<file path="config.mk">
export PLATFORM = sky130hd
export DESIGN_NAME = rom_reader
export DESIGN_NICKNAME = d
export VERILOG_FILES = /design/src/rtl/rom_reader.sv
export SDC_FILE = /design/constraint.sdc
export NUM_CORES = 1
export LEC_CHECK = 0
export CAP_MARGIN = 20
export CELL_PAD_IN_SITES_DETAIL_PLACEMENT = 1
export CELL_PAD_IN_SITES_GLOBAL_PLACEMENT = 1
export CORE_MARGIN = 2
export CORE_UTILIZATION = 38
export CTS_BUF_LIST = sky130_fd_sc_hd__clkbuf_8
export CTS_CLUSTER_SIZE = 12
export DETAILED_ROUTE_END_ITERATION = 8
export PLACE_DENSITY = 0.79
export RECOVER_POWER = 50
export SETUP_SLACK_MARGIN = 0.1
export SYNTH_ARGS = -nofsm -noshare
export SYNTH_HDL_FRONTEND = slang
export SYNTH_SLANG_ARGS = --single-unit
</file>
<file path="constraint.sdc">
create_clock -name clk -period 2.8 [get_ports clk]
set_input_delay 0.56 -clock clk [delete_from_list [all_inputs] [get_ports clk]]
set_output_delay 0.56 -clock clk [all_outputs]
set_load 0.01 [all_outputs]
</file>
<file path="src/rtl/rom_reader.sv">
// Command-driven ROM read initiator: issues `len` consecutive addresses with a
// bounded number in flight and forwards returned words as a stream with last/done.
module rom_reader #(
    parameter int W_DATA  = 13,
    parameter int W_ADDR  = 12,
    parameter int MAX_OUT = 4
) (
    input  logic                     clk,
    input  logic                     rst,
    input  logic                     cmd_valid,
    output logic                     cmd_ready,
    input  logic [W_ADDR-1:0]        cmd_base,
    input  logic [W_ADDR:0]          cmd_len,
    output logic                     addr1_valid,
    input  logic                     addr1_ready,
    output logic [W_ADDR-1:0]        addr1_data,
    input  logic                     data1_valid,
    output logic                     data1_ready,
    input  logic signed [W_DATA-1:0] data1,
    output logic                     dout_valid,
    input  logic                     dout_ready,
    output logic signed [W_DATA-1:0] dout_data,
    output logic                     dout_last,
    output logic                     done
);
    localparam int              W_OUT   = $clog2(MAX_OUT + 1);
    localparam logic [W_OUT-1:0] OUT_MAX = W_OUT'(MAX_OUT);
    localparam logic [W_ADDR:0]  CNT_ONE = (W_ADDR + 1)'(1);

    typedef enum logic [1:0] {S_IDLE, S_ISSUE, S_DRAIN} state_t;

    state_t              r_state;
    logic [W_ADDR:0]     r_len;
    logic [W_ADDR:0]     r_issue_cnt;
    logic [W_ADDR:0]     r_recv_cnt;
    logic [W_ADDR-1:0]   r_addr_ptr;
    logic [W_OUT-1:0]    r_outstanding;
    logic                r_done;

    logic w_busy;
    logic w_cmd_hs;
    logic w_addr_hs;
    logic w_data_hs;
    logic w_last;

    // Returned words only flow while a command is active, so outstanding never underflows.
    assign w_busy      = (r_state != S_IDLE);
    assign cmd_ready   = !w_busy;
    assign addr1_valid = (r_state == S_ISSUE) && (r_outstanding < OUT_MAX);
    assign addr1_data  = r_addr_ptr;
    assign dout_valid  = data1_valid & w_busy;
    assign dout_data   = data1;
    assign data1_ready = dout_ready & w_busy;
    assign w_last      = (r_recv_cnt == (r_len - CNT_ONE));
    assign dout_last   = dout_valid & w_last;
    assign done        = r_done;

    assign w_cmd_hs  = cmd_valid & cmd_ready;
    assign w_addr_hs = addr1_valid & addr1_ready;
    assign w_data_hs = dout_valid & dout_ready;

    always_ff @(posedge clk) begin
        if (rst) begin
            r_state       <= S_IDLE;
            r_len         <= '0;
            r_issue_cnt   <= '0;
            r_recv_cnt    <= '0;
            r_addr_ptr    <= '0;
            r_outstanding <= '0;
            r_done        <= 1'b0;
        end else begin
            r_done <= 1'b0;

            if (w_addr_hs && !w_data_hs) begin
                r_outstanding <= r_outstanding + 1'b1;
            end else if (!w_addr_hs && w_data_hs) begin
                r_outstanding <= r_outstanding - 1'b1;
            end

            if (w_addr_hs) begin
                r_addr_ptr  <= r_addr_ptr + 1'b1;
                r_issue_cnt <= r_issue_cnt + CNT_ONE;
            end
            if (w_data_hs) begin
                r_recv_cnt <= r_recv_cnt + CNT_ONE;
            end

            case (r_state)
                S_IDLE: begin
                    if (w_cmd_hs) begin
                        r_len         <= cmd_len;
                        r_addr_ptr    <= cmd_base;
                        r_issue_cnt   <= '0;
                        r_recv_cnt    <= '0;
                        r_outstanding <= '0;
                        if (cmd_len == '0) begin
                            r_done <= 1'b1;
                        end else begin
                            r_state <= S_ISSUE;
                        end
                    end
                end
                S_ISSUE: begin
                    if (w_addr_hs && ((r_issue_cnt + CNT_ONE) == r_len)) begin
                        r_state <= S_DRAIN;
                    end
                end
                S_DRAIN: begin
                end
                default: begin
                    r_state <= S_IDLE;
                end
            endcase

            // The last word can only be delivered after every address has been issued.
            if (w_data_hs && w_last) begin
                r_state <= S_IDLE;
                r_done  <= 1'b1;
            end
        end
    end
endmodule

</file>
==> impl_metrics.yaml, run 1 <==
outcome:
  outcome: "complete, but fails checks"
  violations: "negative setup slack"
routing:
  routed_wl_um: 10300
  drc: 0
  detail_route.first_pass.iterations: 4
  post_drt_wl_per_cell_um: 16.8
  drt_iter0_drc: 120
  ant_nets: 0
  vias: 3327
  post_drt_via_cell_ratio: 5.45
floorplanning:
  die_y_um: 98.6
  dieWidth_um: 98.6
  row_count: 34
  die_area_um2: 9730
  ios: 75
  start_util_pct: 39.0
  core_um2: 8720
synth:
  yosysTopAreaCellShare_pct: 33.5
  yosys_register_bits: 57
  ys_seq_area_share_pct: 33.5
  synth-edff-count: 0
  synth_warnings: 0
  syn_inst: 428
  ys_types: 53
  synth-main-ff-cell: "dfxtp_1"
  netlist_top_cells_area: "dfxtp_1 34%, xor2_1 8.0%, xnor2_1 7.7%"
  syn_area_um2: 3400
  async_reset_ff_share_pct: 0
  syn_avg_cell_area_um2: 7.95
  synthesis.nets: 478
  yosysTopAreaCell: "dfxtp_1"
sta:
  finalSetupViolations: 1
  fin_skew_ns: 0.00631
  period_minus_slack_ns: 2.99
  period_share_pct: 107
  slew_headroom_pct: 57.0
  tns_ns: -0.191
  setup_ws_ns: -0.191
  final-hold-violation-count: 0
  drv_slew: 0
  whs_ns: 0.508
  worstMarginPinSlew_ns: 0.645
  max_freq_mhz: 334
  rsz0062_at_grt: "true"
setup_path:
  cp-end-kind: "output pin"
  path_class: "reg2out"
  crit_arrival_ns: 2.43
  r2r_slack_ns: 0.08
  required_ns: 2.24
  reg2reg_from: "r_len[1]$_SDFFE_PP0P_"
  cp-start-kind: "register"
  rr_worst_depth: 9
  r2r_end: "r_state[1]$_SDFFE_PP0P_"
  worstPathMaxFanout: 5
clock_network:
  cts_max_path_buffers: 2
  cts-root-buf: "clkbuf_8"
  cts-buffers-inserted: 9
  cts_tree: "yes"
  clock_latency_ns: 0.35
  cts_sinks: 57
  htreeDepth: 3
  clk_pin_slew_ns: 0.07
pwr:
  power_density_nw_per_um2: 492
  peakVddDrop_mv: 0.212
  total_power_mw: 2.21
  p_leak_nw: 1.66
grt:
  grt_use_met2_pct: 37.4
  grt_max_degree: 30
  track_usage_pct: 21.3
  grt-ovfl-total: 0
  met1_usage_pct: 25.4
  use_met3_pct: 5.53
  grt.busiest_layer: "met2"
  grt_pass1_wl_um: 16700
  grt_pass1_vias: 3510
  antenna_found_initial: 0
finish:
  nFillCells: 1078
  num_antenna_cells: 0
  nets: 547
  finalNonFillerCells: 610
  final_cell_area_um2: 4490
  drive_gt1_share_pct: 15.5
  area_growth_pct: 32.0
  finalCoreUtilization_pct: 51.5
  mostFrequentLayoutCells: "56 x nand2_1, 56 x dfxtp_1, 53 x nor2_1"
min_path:
  hold_start: "r_issue_cnt[1]$_SDFF_PP0_"
  hold_path_depth: 2
  holdCritPathClass: "reg2reg"
  min_to: "r_issue_cnt[1]$_SDFF_PP0_"
flow_run:
  drv_cap: 0
placed_design:
  portBuffers: 48
  place_congestion: 0.904
  pre_cts_slack_ns: -0.480
  dpl_cell_area_um2: 4150
  dpl.cell_count: 590
  dp_hpwl_um: 7760
-- worst max-delay path, cell delays in order (launching register included) --
cell,delay [ns]
dfxtp_2,0.34
or4_4,0.59
or4b_1,0.53
nand4_1,0.15
o22ai_2,0.13
a211oi_2,0.19
buf_2,0.15
-- report_power, final --
| part | switching, mW | internal [mW] |
|---|---|---|
| clock | 0.358 | 0.546 |
| sequential | 0.0331 | 0.843 |
| combinational | 0.212 | 0.219 |
-- repair_timing --
| item | CTS | global route |
|---|---|---|
| gates cloned | 0 | 0 |
| hold buffers | 0 | 0 |
| setup endpoints to repair | 2 | 1 |
| pin swaps | 5 | 5 |
| resized for setup | 19 | 6 |
| setup buffers | 2 | 2 |
-- Yosys cell counts (all sizes together), types with 2 or more instances --
library cell / number
o21a: 3
or4b: 3
a211oi: 13
or3: 7
inv: 12
and3: 3
clkbuf: 18
o211a: 2
o21ai: 9
or2: 2
and4: 3
nor4: 6
buf: 16
ha: 6
a311oi: 4
xnor2: 30
dfxtp: 57
o31ai: 4
nand4: 12
a21oi: 19
nor2b: 2
nor4b: 3
a22oi: 2
o211ai: 4
nor2: 53
or4: 5
nor3: 6
o2111ai: 2
nand3: 14
xor2: 31
nand2: 56
and2: 3
nor3b: 2
-- cell type report --
class,count,area (µm²),area share (%)
multi-input combinational,325,2140,47.6
sequential,57,1140,25.4
timing repair buffer,92,800,17.8
clock buffer,11,151,3.37
tap,108,135,3.01
clock inverter,5,77.6,1.73
inverter,12,45.0,1.00
-- routing by layer --
| metal | wire length [µm] | part of all wire (%) |
|---|---|---|
| met1 | 4500 | 44 |
| met2 | 5170 | 50 |
| met3 | 402 | 3.9 |
| met4 | 190 | 1.9 |
| met5 | 0 | 0 |
-- cell families (layout without fill, tap and decap cells) --
logic type               Yosys count  after routing  share of synthesized area [%]
AO/OA/AOI/OAI                     72             72                           14.5
multiplexers                       1              1                          0.294
AND/OR/NAND/NOR                  185            185                           27.1
buffers and inverters             46            120                           6.58
adder cells (fa/ha/maj)            6              6                           2.21
flip-flops                        57             57                           33.5
XOR/XNOR                          61             61                           15.7
-- registers in the layout (all words and copies together), names as in the netlist --
signal,count
done,1
r_len,13
addr1_data,12
r_outstanding,3
r_state,2
r_recv_cnt,13
r_issue_cnt,13
-- worst max-delay path by stage --
stage,startpoint,endpoint,cells past startpoint
final,r_len[1]$_SDFFE_PP0P_,dout_last,6
after global routing,r_len[1]$_SDFFE_PP0P_,dout_last,8
after CTS,r_len[1]$_SDFFE_PP0P_,dout_last,8
after detailed placement,r_len[1]$_SDFFE_PP0P_,dout_last,8
after global placement,data1_valid,dout_last,7
after floorplan,r_len[0]$_SDFFE_PP0P_,dout_last,7
Power figures use the tool's default switching activity.
==> run 2, diff against run 1 <==
Settings changed: RECOVER_POWER 50 to default, SLEW_MARGIN from default to 10.
==> run 2 against run 1 <==
The run still ends with negative setup slack left. Final cell count unchanged. Highest routed layer unchanged. Utilization increased by 0.16 points. Global-route usage stayed put.
==> impl_metrics.yaml, run 2 (synthesis gave the netlist of run 1 again) <==
routing:
  drc: 0
  post_drt_wl_per_cell_um: 16.8
  drt_iter0_drc: 122
  post_drt_via_cell_ratio: 5.48
  vias: 3342
  detail_route.first_pass.iterations: 4
  ant_nets: 0
  routed_wl_um: 10300
clock_network:
  cts_tree: "yes"
  clock_latency_ns: 0.35
  cts_sinks: 57
  clk_pin_slew_ns: 0.07
  cts_max_path_buffers: 2
  cts-root-buf: "clkbuf_8"
  htreeDepth: 3
  cts-buffers-inserted: 9
pwr:
  p_int_mw: 1.61
  power_density_nw_per_um2: 492
  switching_share_pct: 27.1
  p_comb_share_pct: 19.7
  seqPwrFrac_pct: 39.5
  power_switching_uw: 601
  p_clk_share_pct: 40.7
  p_leak_nw: 1.65
  total_power_mw: 2.21
  peakVddDrop_mv: 0.212
outcome:
  outcome: "complete, but fails checks"
  violations: "negative setup slack"
finish:
  num_antenna_cells: 0
  nets: 547
  final_cell_area_um2: 4500
  mostFrequentLayoutCells: "56 x nand2_1, 56 x dfxtp_1, 53 x nor2_1"
  drive_gt1_share_pct: 16.1
  area_growth_pct: 32.4
  top_regs: "r_issue_cnt x13, r_len x13, r_recv_cnt x13"
  finalNonFillerCells: 610
sta:
  fin_skew_ns: 0.00688
  rsz0062_at_grt: "true"
  setup_ws_ns: -0.185
  whs_ns: 0.506
  tns_ns: -0.185
  period_minus_slack_ns: 2.99
  drv_slew: 0
  max_freq_mhz: 335
  final-hold-violation-count: 0
  finalSetupViolations: 1
  slew_headroom_pct: 69.1
  worstMarginPinSlew_ns: 0.451
  period_share_pct: 107
floorplanning:
  die_y_um: 98.6
  dieWidth_um: 98.6
  core_um2: 8720
  ios: 75
  row_count: 34
  start_util_pct: 39.0
  die_area_um2: 9730
setup_path:
  cp-end-kind: "output pin"
  crit_arrival_ns: 2.43
  path_class: "reg2out"
  r2r_slack_ns: 0.08
  worstPathMaxFanout: 5
  cp-start-kind: "register"
  required_ns: 2.24
min_path:
  holdCritPathClass: "reg2reg"
grt:
  grt-ovfl-total: 0
  track_usage_pct: 21.3
  grt_max_degree: 30
  antenna_found_initial: 0
  grt_pass1_vias: 3510
  grt_pass1_wl_um: 16700
flow_run:
  drv_cap: 0
placed_design:
  dp_hpwl_um: 7760
  portBuffers: 48
  place_congestion: 0.904
  dpl.cell_count: 590
  dpl_cell_area_um2: 4150
-- run 2: cell count changes in the layout (fill, tap and decap cells not counted), sizes merged --
cell / previous run / this run
buf: 41 / 45
dlygate4sd3: 10 / 0
clkbuf: 15 / 11
clkdlybuf4s50: 37 / 47
-- run 2: worst paths after layout --
kind	from	end	cells after the start
worst max register to register	r_len[1]$_SDFFE_PP0P_	r_state[1]$_SDFFE_PP0P_	9
worst min register to register	r_issue_cnt[1]$_SDFF_PP0_	r_issue_cnt[1]$_SDFF_PP0_	2
worst min-delay path	r_issue_cnt[1]$_SDFF_PP0_	r_issue_cnt[1]$_SDFF_PP0_	2
worst max-delay path	r_len[1]$_SDFFE_PP0P_	dout_last	6
-- run 2: area by class of cell --
cell class | instances | area [µm²]
Fill cell | 1076 | 4220
Multi-Input combinational cell | 325 | 2140
Sequential cell | 57 | 1140
Timing Repair Buffer | 92 | 813
Clock buffer | 11 | 151
Tap cell | 108 | 135
Clock inverter | 5 | 77.6
Inverter | 12 | 45.0
-- run 2: stage by stage --
stage	worst slack [ns]	util, %
after floorplan	0.109	-
after global placement	-0.406	47.5
after detailed placement	-0.480	47.5
after CTS	-0.177	51.0
after global routing	-0.267	51.6
final	-0.185	51.6
-- run 2: power by group through the flow --
stage,Combinational (mW),Sequential [mW],Clock (mW)
after floorplan,0.213,0.894,0
after global placement,0.378,0.890,0
after detailed placement,0.387,0.892,0
after CTS,0.413,0.876,0.915
after global routing,0.474,0.881,0.946
final,0.437,0.876,0.902
-- run 2: repair_timing --
action | CTS | global route
hold buffers | 0 | 0
endpoints found under the setup margin | 2 | 1
pin swaps | 5 | 5
endpoints found under the hold margin | 0 | 0
buffers inserted | 2 | 2
resized for setup | 19 | 6
-- run 2: per-layer routing --
metal	vias up	share of wire [%]	global-route usage, %
met5	-	0	0
met2	66	50	37.4
met1	1637	44	25.4
met4	0	1.7	6.74
met3	16	4.2	5.53
li1	1623	-	-
-- run 2: critical path, cell delays in order (launching register included) --
cell	delay (ns)
dfxtp_2	0.34
or4_4	0.59
or4b_1	0.53
nand4_1	0.15
o22ai_2	0.13
a211oi_2	0.19
buf_2	0.15
